File: config.mk
export PLATFORM = sky130hd
export DESIGN_NAME = muldiv_unit
export DESIGN_NICKNAME = d
export VERILOG_FILES = /design/src/rtl/riscv_pkg.sv /design/src/rtl/muldiv_iter_core.sv /design/src/rtl/muldiv_unit.sv
export SDC_FILE = /design/constraint.sdc
export NUM_CORES = 1
export LEC_CHECK = 0
export ABC_AREA = 1
export BUFFER_PORTS_ARGS = -buffer_cell sky130_fd_sc_hd__buf_2
export CAP_MARGIN = 20
export CORE_ASPECT_RATIO = 1.75
export CORE_MARGIN = 2
export CORE_UTILIZATION = 50
export CTS_CLUSTER_DIAMETER = 60
export DETAILED_ROUTE_END_ITERATION = 10
export PLACE_DENSITY_LB_ADDON = 0.12
export SLEW_MARGIN = 20
export SYNTH_ARGS = -nofsm -noshare
export SYNTH_HDL_FRONTEND = slang
export SYNTH_HIERARCHICAL = 1
export SYNTH_SLANG_ARGS = --single-unit
File: constraint.sdc
create_clock -name clk -period 3.05 [get_ports clk]
set_input_delay 0.305 -clock clk [delete_from_list [all_inputs] [get_ports clk]]
set_output_delay 0.305 -clock clk [all_outputs]
set_load 0.05 [all_outputs]
File: src/rtl/riscv_pkg.sv
// Shared types and constants for the RV32M iterative multiply/divide unit.
//   muldiv_op_t    : funct3 encoding of the eight M-extension operations
//   muldiv_state_t : sequencing states of the unit
//   muldiv_cnt_w() : width of an iteration counter that can hold 'width'
package riscv_pkg;

  typedef enum logic [2:0] {
    OP_MUL    = 3'd0,
    OP_MULH   = 3'd1,
    OP_MULHSU = 3'd2,
    OP_MULHU  = 3'd3,
    OP_DIV    = 3'd4,
    OP_DIVU   = 3'd5,
    OP_REM    = 3'd6,
    OP_REMU   = 3'd7
  } muldiv_op_t;

  typedef enum logic [1:0] {
    IDLE = 2'd0,
    CALC = 2'd1,
    FIX  = 2'd2,
    DONE = 2'd3
  } muldiv_state_t;

  localparam int MULDIV_WIDTH = 32;

  function automatic int muldiv_cnt_w(input int width);
    return $clog2(width) + 1;
  endfunction

  localparam int MULDIV_CNT_W = muldiv_cnt_w(MULDIV_WIDTH);

endpackage

File: src/rtl/muldiv_iter_core.sv
// Unsigned iterative datapath: radix-2 shift-add multiply or restoring
// shift-subtract divide, one bit per step, over a shared 2*WIDTH register.
//   clk, reset : clock and synchronous active-high reset
//   load       : capture opa/opb/is_div and arm the iteration counter
//   step       : perform one iteration (ignored once the counter is spent)
//   is_div     : 1 = divide, 0 = multiply
//   opa, opb   : unsigned magnitudes (multiplier/multiplicand or dividend/divisor)
//   acc        : multiply -> full product; divide -> {remainder, quotient}
//   last       : the step being taken this cycle is the final one
module muldiv_iter_core
  import riscv_pkg::*;
#(
  parameter int WIDTH = 32
) (
  input  logic               clk,
  input  logic               reset,
  input  logic               load,
  input  logic               step,
  input  logic               is_div,
  input  logic [WIDTH-1:0]   opa,
  input  logic [WIDTH-1:0]   opb,
  output logic [2*WIDTH-1:0] acc,
  output logic               last
);

  localparam int CNT_W = muldiv_cnt_w(WIDTH);

  logic [WIDTH-1:0] opb_r;
  logic             div_r;
  logic [CNT_W-1:0] cnt;

  logic [WIDTH:0] addend;
  logic [WIDTH:0] add_sum;
  logic [WIDTH:0] shifted;
  logic [WIDTH:0] diff;

  // Multiply: the low half starts as the multiplier and is shifted out LSB
  // first while partial sums accumulate into the high half.
  // Divide: the high half is the partial remainder, the low half shifts the
  // dividend out MSB first and the quotient bits in LSB first.
  always_comb begin
    // NOTE: every combinational output gets a value on every path (here
    // unconditionally) so no latch is inferred.
    addend  = acc[0] ? {1'b0, opb_r} : '0;
    add_sum = {1'b0, acc[2*WIDTH-1:WIDTH]} + addend;
    shifted = {acc[2*WIDTH-1:WIDTH], acc[WIDTH-1]};
    // Partial remainder is always below the divisor, so a borrow shows up
    // as bit WIDTH of the difference.
    diff    = shifted - {1'b0, opb_r};
  end

  always_ff @(posedge clk) begin
    if (reset) begin
      // NOTE: the datapath is a handful of flops, not a memory, so it is
      // cleared with everything else and never holds stale operands.
      acc   <= '0;
      opb_r <= '0;
      div_r <= 1'b0;
      cnt   <= '0;
    end else if (load) begin
      acc   <= {{WIDTH{1'b0}}, opa};
      opb_r <= opb;
      div_r <= is_div;
      cnt   <= CNT_W'(WIDTH);
    end else if (step && (cnt != '0)) begin
      cnt <= cnt - 1'b1;
      if (div_r) begin
        if (diff[WIDTH]) begin
          acc <= {shifted[WIDTH-1:0], acc[WIDTH-2:0], 1'b0};
        end else begin
          acc <= {diff[WIDTH-1:0], acc[WIDTH-2:0], 1'b1};
        end
      end else begin
        acc <= {add_sum, acc[WIDTH-1:1]};
      end
    end
  end

  assign last = (cnt == CNT_W'(1));

endmodule

File: src/rtl/muldiv_unit.sv
// Iterative RV32M multiply/divide unit for the execute stage.
// Sequencing IDLE -> CALC (WIDTH cycles) -> FIX (1) -> DONE (1) -> IDLE;
// divide-by-zero and signed-overflow divides go IDLE -> DONE directly.
//   clk, reset : clock and synchronous active-high reset
//   start      : request, honoured only while ready
//   op         : funct3 (MUL, MULH, MULHSU, MULHU, DIV, DIVU, REM, REMU)
//   a, b       : rs1 / rs2 operands, captured at the accepting edge
//   ready      : unit idle, can accept start
//   busy       : iterating or applying the sign fix-up
//   done       : one-cycle pulse, result valid
//   result     : last result, held until the next done
module muldiv_unit
  import riscv_pkg::*;
#(
  parameter int WIDTH = 32
) (
  input  logic             clk,
  input  logic             reset,
  input  logic             start,
  input  logic [2:0]       op,
  input  logic [WIDTH-1:0] a,
  input  logic [WIDTH-1:0] b,
  output logic             ready,
  output logic             busy,
  output logic             done,
  output logic [WIDTH-1:0] result
);

  localparam logic [WIDTH-1:0] MIN_NEG = {1'b1, {(WIDTH-1){1'b0}}};

  muldiv_state_t state, state_next;
  muldiv_op_t    op_in, op_r;

  logic             accept;
  logic             is_div_in;
  logic             a_signed, b_signed;
  logic             sign_a, sign_b;
  logic             div_by_zero, div_overflow, special;
  logic [WIDTH-1:0] mag_a, mag_b;
  logic [WIDTH-1:0] special_result;

  // neg_res_r: product/quotient must be negated; neg_rem_r: remainder must be
  logic             neg_res_r, neg_rem_r;

  logic [2*WIDTH-1:0] core_acc;
  logic               core_last;
  logic [2*WIDTH-1:0] prod_fix;
  logic [WIDTH-1:0]   quot, rem;
  logic [WIDTH-1:0]   fix_result;

  assign op_in  = muldiv_op_t'(op);
  assign ready  = (state == IDLE);
  assign busy   = (state == CALC) || (state == FIX);
  assign accept = ready && start;

  // Operand decode for the request being offered this cycle.
  always_comb begin
    is_div_in      = op[2];
    a_signed       = (op_in == OP_MULH) || (op_in == OP_MULHSU) ||
                     (op_in == OP_DIV)  || (op_in == OP_REM);
    b_signed       = (op_in == OP_MULH) || (op_in == OP_DIV) || (op_in == OP_REM);
    sign_a         = a_signed && a[WIDTH-1];
    sign_b         = b_signed && b[WIDTH-1];
    mag_a          = sign_a ? -a : a;
    mag_b          = sign_b ? -b : b;
    div_by_zero    = is_div_in && (b == '0);
    div_overflow   = ((op_in == OP_DIV) || (op_in == OP_REM)) &&
                     (a == MIN_NEG) && (b == '1);
    special        = div_by_zero || div_overflow;
    special_result = '0;
    if (div_by_zero) begin
      // op[1] distinguishes REM/REMU (6,7) from DIV/DIVU (4,5)
      special_result = op[1] ? a : '1;
    end else if (div_overflow) begin
      special_result = (op_in == OP_DIV) ? a : '0;
    end
  end

  // State register
  always_ff @(posedge clk) begin
    // NOTE: sequential state uses non-blocking assignments so every flop
    // samples pre-edge values regardless of block ordering.
    if (reset) begin
      state <= IDLE;
    end else begin
      state <= state_next;
    end
  end

  // Next-state logic
  always_comb begin
    state_next = state;
    unique case (state)
      IDLE: if (start) state_next = special ? DONE : CALC;
      CALC: if (core_last) state_next = FIX;
      FIX:  state_next = DONE;
      DONE: state_next = IDLE;
      default: state_next = IDLE;
    endcase
  end

  muldiv_iter_core #(
    .WIDTH (WIDTH)
  ) u_core (
    .clk    (clk),
    .reset  (reset),
    .load   (accept && !special),
    .step   (state == CALC),
    .is_div (is_div_in),
    .opa    (mag_a),
    .opb    (mag_b),
    .acc    (core_acc),
    .last   (core_last)
  );

  // Sign fix-up and result select, consumed while in FIX.
  always_comb begin
    prod_fix   = neg_res_r ? -core_acc : core_acc;
    quot       = core_acc[WIDTH-1:0];
    rem        = core_acc[2*WIDTH-1:WIDTH];
    fix_result = '0;
    unique case (op_r)
      OP_MUL:                       fix_result = prod_fix[WIDTH-1:0];
      OP_MULH, OP_MULHSU, OP_MULHU: fix_result = prod_fix[2*WIDTH-1:WIDTH];
      OP_DIV, OP_DIVU:              fix_result = neg_res_r ? -quot : quot;
      OP_REM, OP_REMU:              fix_result = neg_rem_r ? -rem : rem;
      default:                      fix_result = '0;
    endcase
  end

  // Captured request attributes, done pulse and result register.
  always_ff @(posedge clk) begin
    if (reset) begin
      op_r      <= OP_MUL;
      neg_res_r <= 1'b0;
      neg_rem_r <= 1'b0;
      done      <= 1'b0;
      result    <= '0;
    end else begin
      done <= (state_next == DONE);
      if (accept) begin
        op_r      <= op_in;
        neg_res_r <= sign_a ^ sign_b;
        neg_rem_r <= sign_a;
        if (special) begin
          result <= special_result;
        end
      end
      if (state == FIX) begin
        result <= fix_result;
      end
    end
  end

endmodule

# After elaboration in Yosys (flattened, before gate mapping)
# Index checks and enable logic that the tools add are counted.
[word_totals] inputBits=70 out_inout_bits=35 reg_bits=143 elab_cells=92
[op_classes] n_eq_ne=18 muxes=24 n_bitwise=1 n_addsub=8 n_reduce_logical=29
[op_table] op="2-to-1 mux 32 bit" count=14
[op_table] op="2-to-1 mux 64 bit" count=3
[op_table] op="negator 32 bit" count=4
[op_table] op="one-hot mux 32 bit (4 select lines)" count=1
[op_table] op="equality test 32 bit, second input constant" count=2
[op_table] op="negator 64 bit" count=1
[op_table] op="adder 32 x 32 -> 33 bit" count=1
[op_table] op="subtractor 33 x 32 -> 33 bit" count=1
[op_table] op="zero test 32 bit" count=1
[op_table] op="equality test 3 bit, second input constant" count=6
[op_table] op="2-to-1 mux 6 bit" count=2
[op_table] op="equality test 3 x 2 -> 1 bit, second input constant" count=3
[op_table] op="logical AND 1 bit" count=8
[op_table] op="logical OR 1 bit" count=8
[op_table] op="one-hot mux 2 bit (4 select lines)" count=1
[op_table] op="equality test 2 bit, second input constant" count=3
[op_table] op="equality test 3 x 1 -> 1 bit, second input constant" count=2
[op_table] op="equality test 6 x 1 -> 1 bit, second input constant" count=1
[op_table] op="2-to-1 mux 2 bit" count=3
[op_table] op="nonzero test 2 bit" count=3
[op_table] op="nonzero test 6 bit" count=1
[op_table] op="OR reduction 2 bit" count=3
[op_table] op="subtractor 6 x 1 -> 6 bit, second input constant" count=1
[op_table] op="zero test 3 bit" count=1
[op_table] op="other kinds (6)" count=6

# Depth between registers and ports, before layout
[logic_depth] word_depth=9 mapped_depth=19 depth_no_buf=18

# By module
# Netlist, hierarchy kept.
[modules_own_cells] module="muldiv_iter_core" cells_each=1917 area_per_inst_um2=10446.3 seq_area_each_um2=2062.0 n_inst=1
[modules_own_cells] module="muldiv_unit" cells_each=1551 area_per_inst_um2=7850.0 seq_area_each_um2=800.8 n_inst=1

# Least setup slack after synthesis
# OpenSTA, ideal clock, no wires.
[synth_timing] kind="register to register" startpoint="register u_core.acc[0]" endpoint="register u_core.acc[59]" stages_incl_launch_ff=18 setup_time_ns=0.122 t_arrival_ns=2.346 synth_period_minus_slack_ns=2.467 path_slack_ns=0.583 n_path_buf=2 required_ns=2.928 cell_sequence="dfxtp_1 > clkbuf_1 > clkbuf_1 > nand2_1 > inv_1 > ha_1 > fa_1 > nand2_1 > a21oi_1 > nand2_1 > nand2_1 > nand2_1 > nand2_1 > nand2_1 > a21oi_1 > nor2_1 > nor2_1 > a21oi_2"
[synth_between] elab_chain_cells=3
[synth_rtl] element="start, declared" line_no="muldiv_iter_core.sv:22" text="output logic [2*WIDTH-1:0] acc,"
[synth_rtl] element="start signal, assigned" line_no="muldiv_iter_core.sv:61" text="acc <= {{WIDTH{1'b0}}, opa};"
[synth_rtl] element="start signal, assigned" line_no="muldiv_iter_core.sv:69" text="acc <= {shifted[WIDTH-1:0], acc[WIDTH-2:0], 1'b0};"
[synth_rtl] element="start signal, assigned" line_no="muldiv_iter_core.sv:71" text="acc <= {diff[WIDTH-1:0], acc[WIDTH-2:0], 1'b1};"
[synth_rtl] element="2-to-1 mux 32 bit" line_no="muldiv_iter_core.sv:44" text="addend = acc[0] ? {1'b0, opb_r} : '0;"
[synth_rtl] element="adder 32 x 32 -> 33 bit" line_no="muldiv_iter_core.sv:45" text="add_sum = {1'b0, acc[2*WIDTH-1:WIDTH]} + addend;"
[synth_rtl] element="2-to-1 mux 64 bit" line_no="muldiv_iter_core.sv:67" text="if (div_r) begin"
# Every way passes these cells.
# A chain may end at the register's enable or synchronous reset.

# Worst setup path after layout
[layout_timing] startpoint="register u_core.acc[40]" endpoint="register result[14]"
[layout_between] elab_chain_cells=4 word_cells_on_any_way=6 classes_between="add/sub: 2; mux: 4"
[layout_rtl] element="negator 64 bit / negator 32 bit (equally long branches)" line_no="muldiv_unit.sv:118, muldiv_unit.sv:126"
[layout_rtl] element="2-to-1 mux 64 bit / 2-to-1 mux 32 bit (equally long branches)" line_no="muldiv_unit.sv:118, muldiv_unit.sv:126"
[layout_rtl] element="one-hot mux 32 bit (4 select lines) (*)" line_no="muldiv_unit.sv:122" text="unique case (op_r)"
[layout_rtl] element="2-to-1 mux 32 bit (*)" line_no="muldiv_unit.sv:149" text="if (state == FIX) begin"
[layout_rtl] element="end signal, assigned" line_no="muldiv_unit.sv:146" text="result <= special_result;"
[layout_rtl] element="end signal, assigned" line_no="muldiv_unit.sv:150" text="result <= fix_result;"
[layout_rtl] element="end, declared" line_no="muldiv_unit.sv:26" text="output logic [WIDTH-1:0] result"
# Mark *: on every way between the ends. The rest lies on a longest branch, timed or not.

==> results.cfg <==
[run_status]
status = finished, final reports clean

[route]
finalWirelength_mm = 91.1
firstDrtPassIters = 8
vias = 23832
drtIter0Drc = 2379
routed_via_density = 5.87
drc = 0
ant_nets = 0
wl_per_cell_um = 22.4

[timing]
hold_violations = 0
tightest_slew_ns = 1.10
max_freq_mhz = 333
setup_viol = 0
slew_violations = 0
tns_ns = 0
finalCritPeriodShare = 0.983
slew_headroom = 0.266
rsz0062_at_grt = no
fin_skew_ns = 0.0193
fin_crit_ns = 3.00

[cts]
cts_buffers = 17
cts_root_buf = clkbuf_16
holdBufCountCts = 0
clkSlewWorstSetupHoldPaths_ns = 0.08
h-tree-depth = 4
clock_sinks = 143
clockBufferDepth = 2
clock_latency_ns = 0.47
tritoncts = yes

[synth]
synth_fa_ha_area_frac = 0.0535
synth_compound_area_frac = 0.144
syn_inst = 3468
syn_area_per_cell_um2 = 5.28
synth_cell_types = 53
synth-seq-cells = 143
synth_top_family_by_area = simple AND/OR/NAND/NOR gates
synth-xor-area-share = 0.0397
synthMuxAreaShare = 0
yosys.area_share.simple = 0.465
seq_area_frac_synth = 0.156
synth_fp_nets = 3615
synth_warnings = 6
synth_area_mm2 = 0.0183

[critical_path]
crit_top_cell = nand3_1
start_kind = flip-flop
cp.required_ns = 3.42
crit_type = reg -> reg
max_stage_delay_ns = 0.47
critPathBufInv = 1
cp_top_family = simple AND/OR/NAND/NOR gates
cp.arrival_ns = 3.37
end_kind = flip-flop
crit_chain = nor2_1 -> nand3_1 -> o21ai_0 -> nand3_1 -> nand3_1 -> nand2_1 -> nand3b_1 -> nand2_1 -> nand3_1 -> nand2_1 -> inv_1
slowest_stage = o21ai_0
crit_fanout = 4

[global_routing]
gr-total-overflow = 0
grt_pass1_wl_mm = 134
grt_max_degree = 76
antenna_found_initial = 1
grt_pass1_vias = 22716
track_usage = 0.468

[power_and_ir_drop]
power_density_mw_per_mm2 = 777
peakVddDrop_uv = 541
power.leakage_nw = 11.3

[cells_and_area]
syn_to_final_growth_pct = 10.8
layout_commonest_cell = nand2_1
fin_cells = 4058
nNetsFinal = 3721
design_area_mm2 = 0.0203
drive_above_1_share = 0.0884
final_cell_mix = nand2_1 (1,158), inv_1 (532), nor2_1 (428)

[floorplanning]
io_pins = 105
die_area_mm2 = 0.0382
core_mm2 = 0.0360
die_h_um = 257
num_rows = 92
initial_core_util = 0.508
die_w_um = 149

[placement]
io_buffers = 104
place_area_mm2 = 0.0196
placedCellCount = 4025
place_congestion = 1.15
dpl.hpwl_mm = 71.1

[min_path]
hold_path.class = in -> reg

[run]
maxCapViolations = 0
==> registers in the layout, indices dropped and copies added (netlist names) <==
register      cells
done              1
neg_rem_r         1
neg_res_r         1
op_r              3
result           32
state             2
u_core/acc       64
u_core/cnt        6
u_core/div_r      1
u_core/opb_r     32
==> stage by stage <==
stage / total power, mW / worst slack, ns / utilization / hold WS (ns)
2_1_floorplan: 9.40 / 0.583 / - / 0.440
5_1_grt: 16.6 / 0.00231 / 0.563 / 0.217
3_3_place_gp: 12.8 / 0.213 / 0.545 / 0.463
3_5_place_dp: 12.9 / 0.226 / 0.545 / 0.467
4_1_cts: 15.2 / 0.194 / 0.562 / 0.197
6_report: 15.8 / 0.0505 / 0.563 / 0.211
==> worst register-to-register path, stage by stage (launching register included) <==
cell	delay [ns]
dfxtp_1	0.44
nor2_1	0.43
nand3_1	0.26
o21ai_0	0.47
nand3_1	0.14
nand3_1	0.17
nand2_1	0.06
nand3b_1	0.45
nand2_1	0.24
nand3_1	0.14
nand2_1	0.09
inv_1	0.04
==> synth_stat cells, drive strengths merged <==
library cell,count,area share
clkinv,6,0.0015
fa,2,0.0022
nor3,39,0.012
nand3,285,0.079
dfxtp,143,0.16
o41ai,1,0.00048
xnor2,27,0.013
o21bai,6,0.0025
o21ai,187,0.051
a21o,3,0.0012
a21oi,196,0.056
a211oi,1,0.00041
o22ai,3,0.0010
o31ai,26,0.011
inv,544,0.11
nand3b,27,0.011
clkbuf,76,0.016
nand2,1182,0.25
o2111ai,6,0.0029
or2,6,0.0021
a31oi,11,0.0038
buf,33,0.013
nor2,445,0.094
xor2,56,0.027
nor4,3,0.0018
nand4,44,0.015
ha,75,0.051
o211ai,30,0.013
and3,1,0.00034
nor2b,1,0.00034
and2,3,0.0010
==> worst paths after layout <==
kind	start	end	slack, ns	cells after the start
worst max-delay path	u_core/acc[40]	result[14]	0.05	11
worst min-delay path	op[0]	op_r[0]	0.21	3
worst max register to register	u_core/acc[40]	result[14]	0.05	11
worst min register to register	result[30]	result[30]	0.48	2
==> what timing repair did <==
action                     in CTS  in global routing
setup endpoints to repair       0                 33
gates resized for setup         0                  7
buffers inserted                0                  0
==> kinds of logic (layout without fill, tap and decap cells) <==
group / after synthesis / after routing
adders and majority gates: 77 / 77
buffers and inverters: 659 / 778
AOI/OAI and AO/OA: 470 / 470
other: 0 / 1
and+or+nand+nor: 2036 / 2036
DFF: 143 / 143
xor gates and xnor gates: 83 / 83
==> where the power goes <==
group / leakage [nW] / switching [mW] / total, mW / internal, mW
logic: 9.81 / 7.66 / 10.6 / 2.98
registers: 1.17 / 0.653 / 2.85 / 2.20
clock network: 0.293 / 1.15 / 2.26 / 1.12
==> final cells by class <==
class                   count  area, um^2
inverters                 550        2070
multi-input cells        2666       12900
well taps                 470         588
clock buffers              17         425
repair buffers            196        1260
clock inverters            15         185
diodes                      1        2.50
flip-flops and latches    143        2870
fillers                  3900       15800
==> per-layer routing <==
metal / track usage / share of wire
met1: 0.411 / 0.30
met2: 0.794 / 0.47
met3: 0.121 / 0.080
met4: 0.550 / 0.15
met5: 0 / 0
No activity file was read; power rests on OpenSTA's default activity.
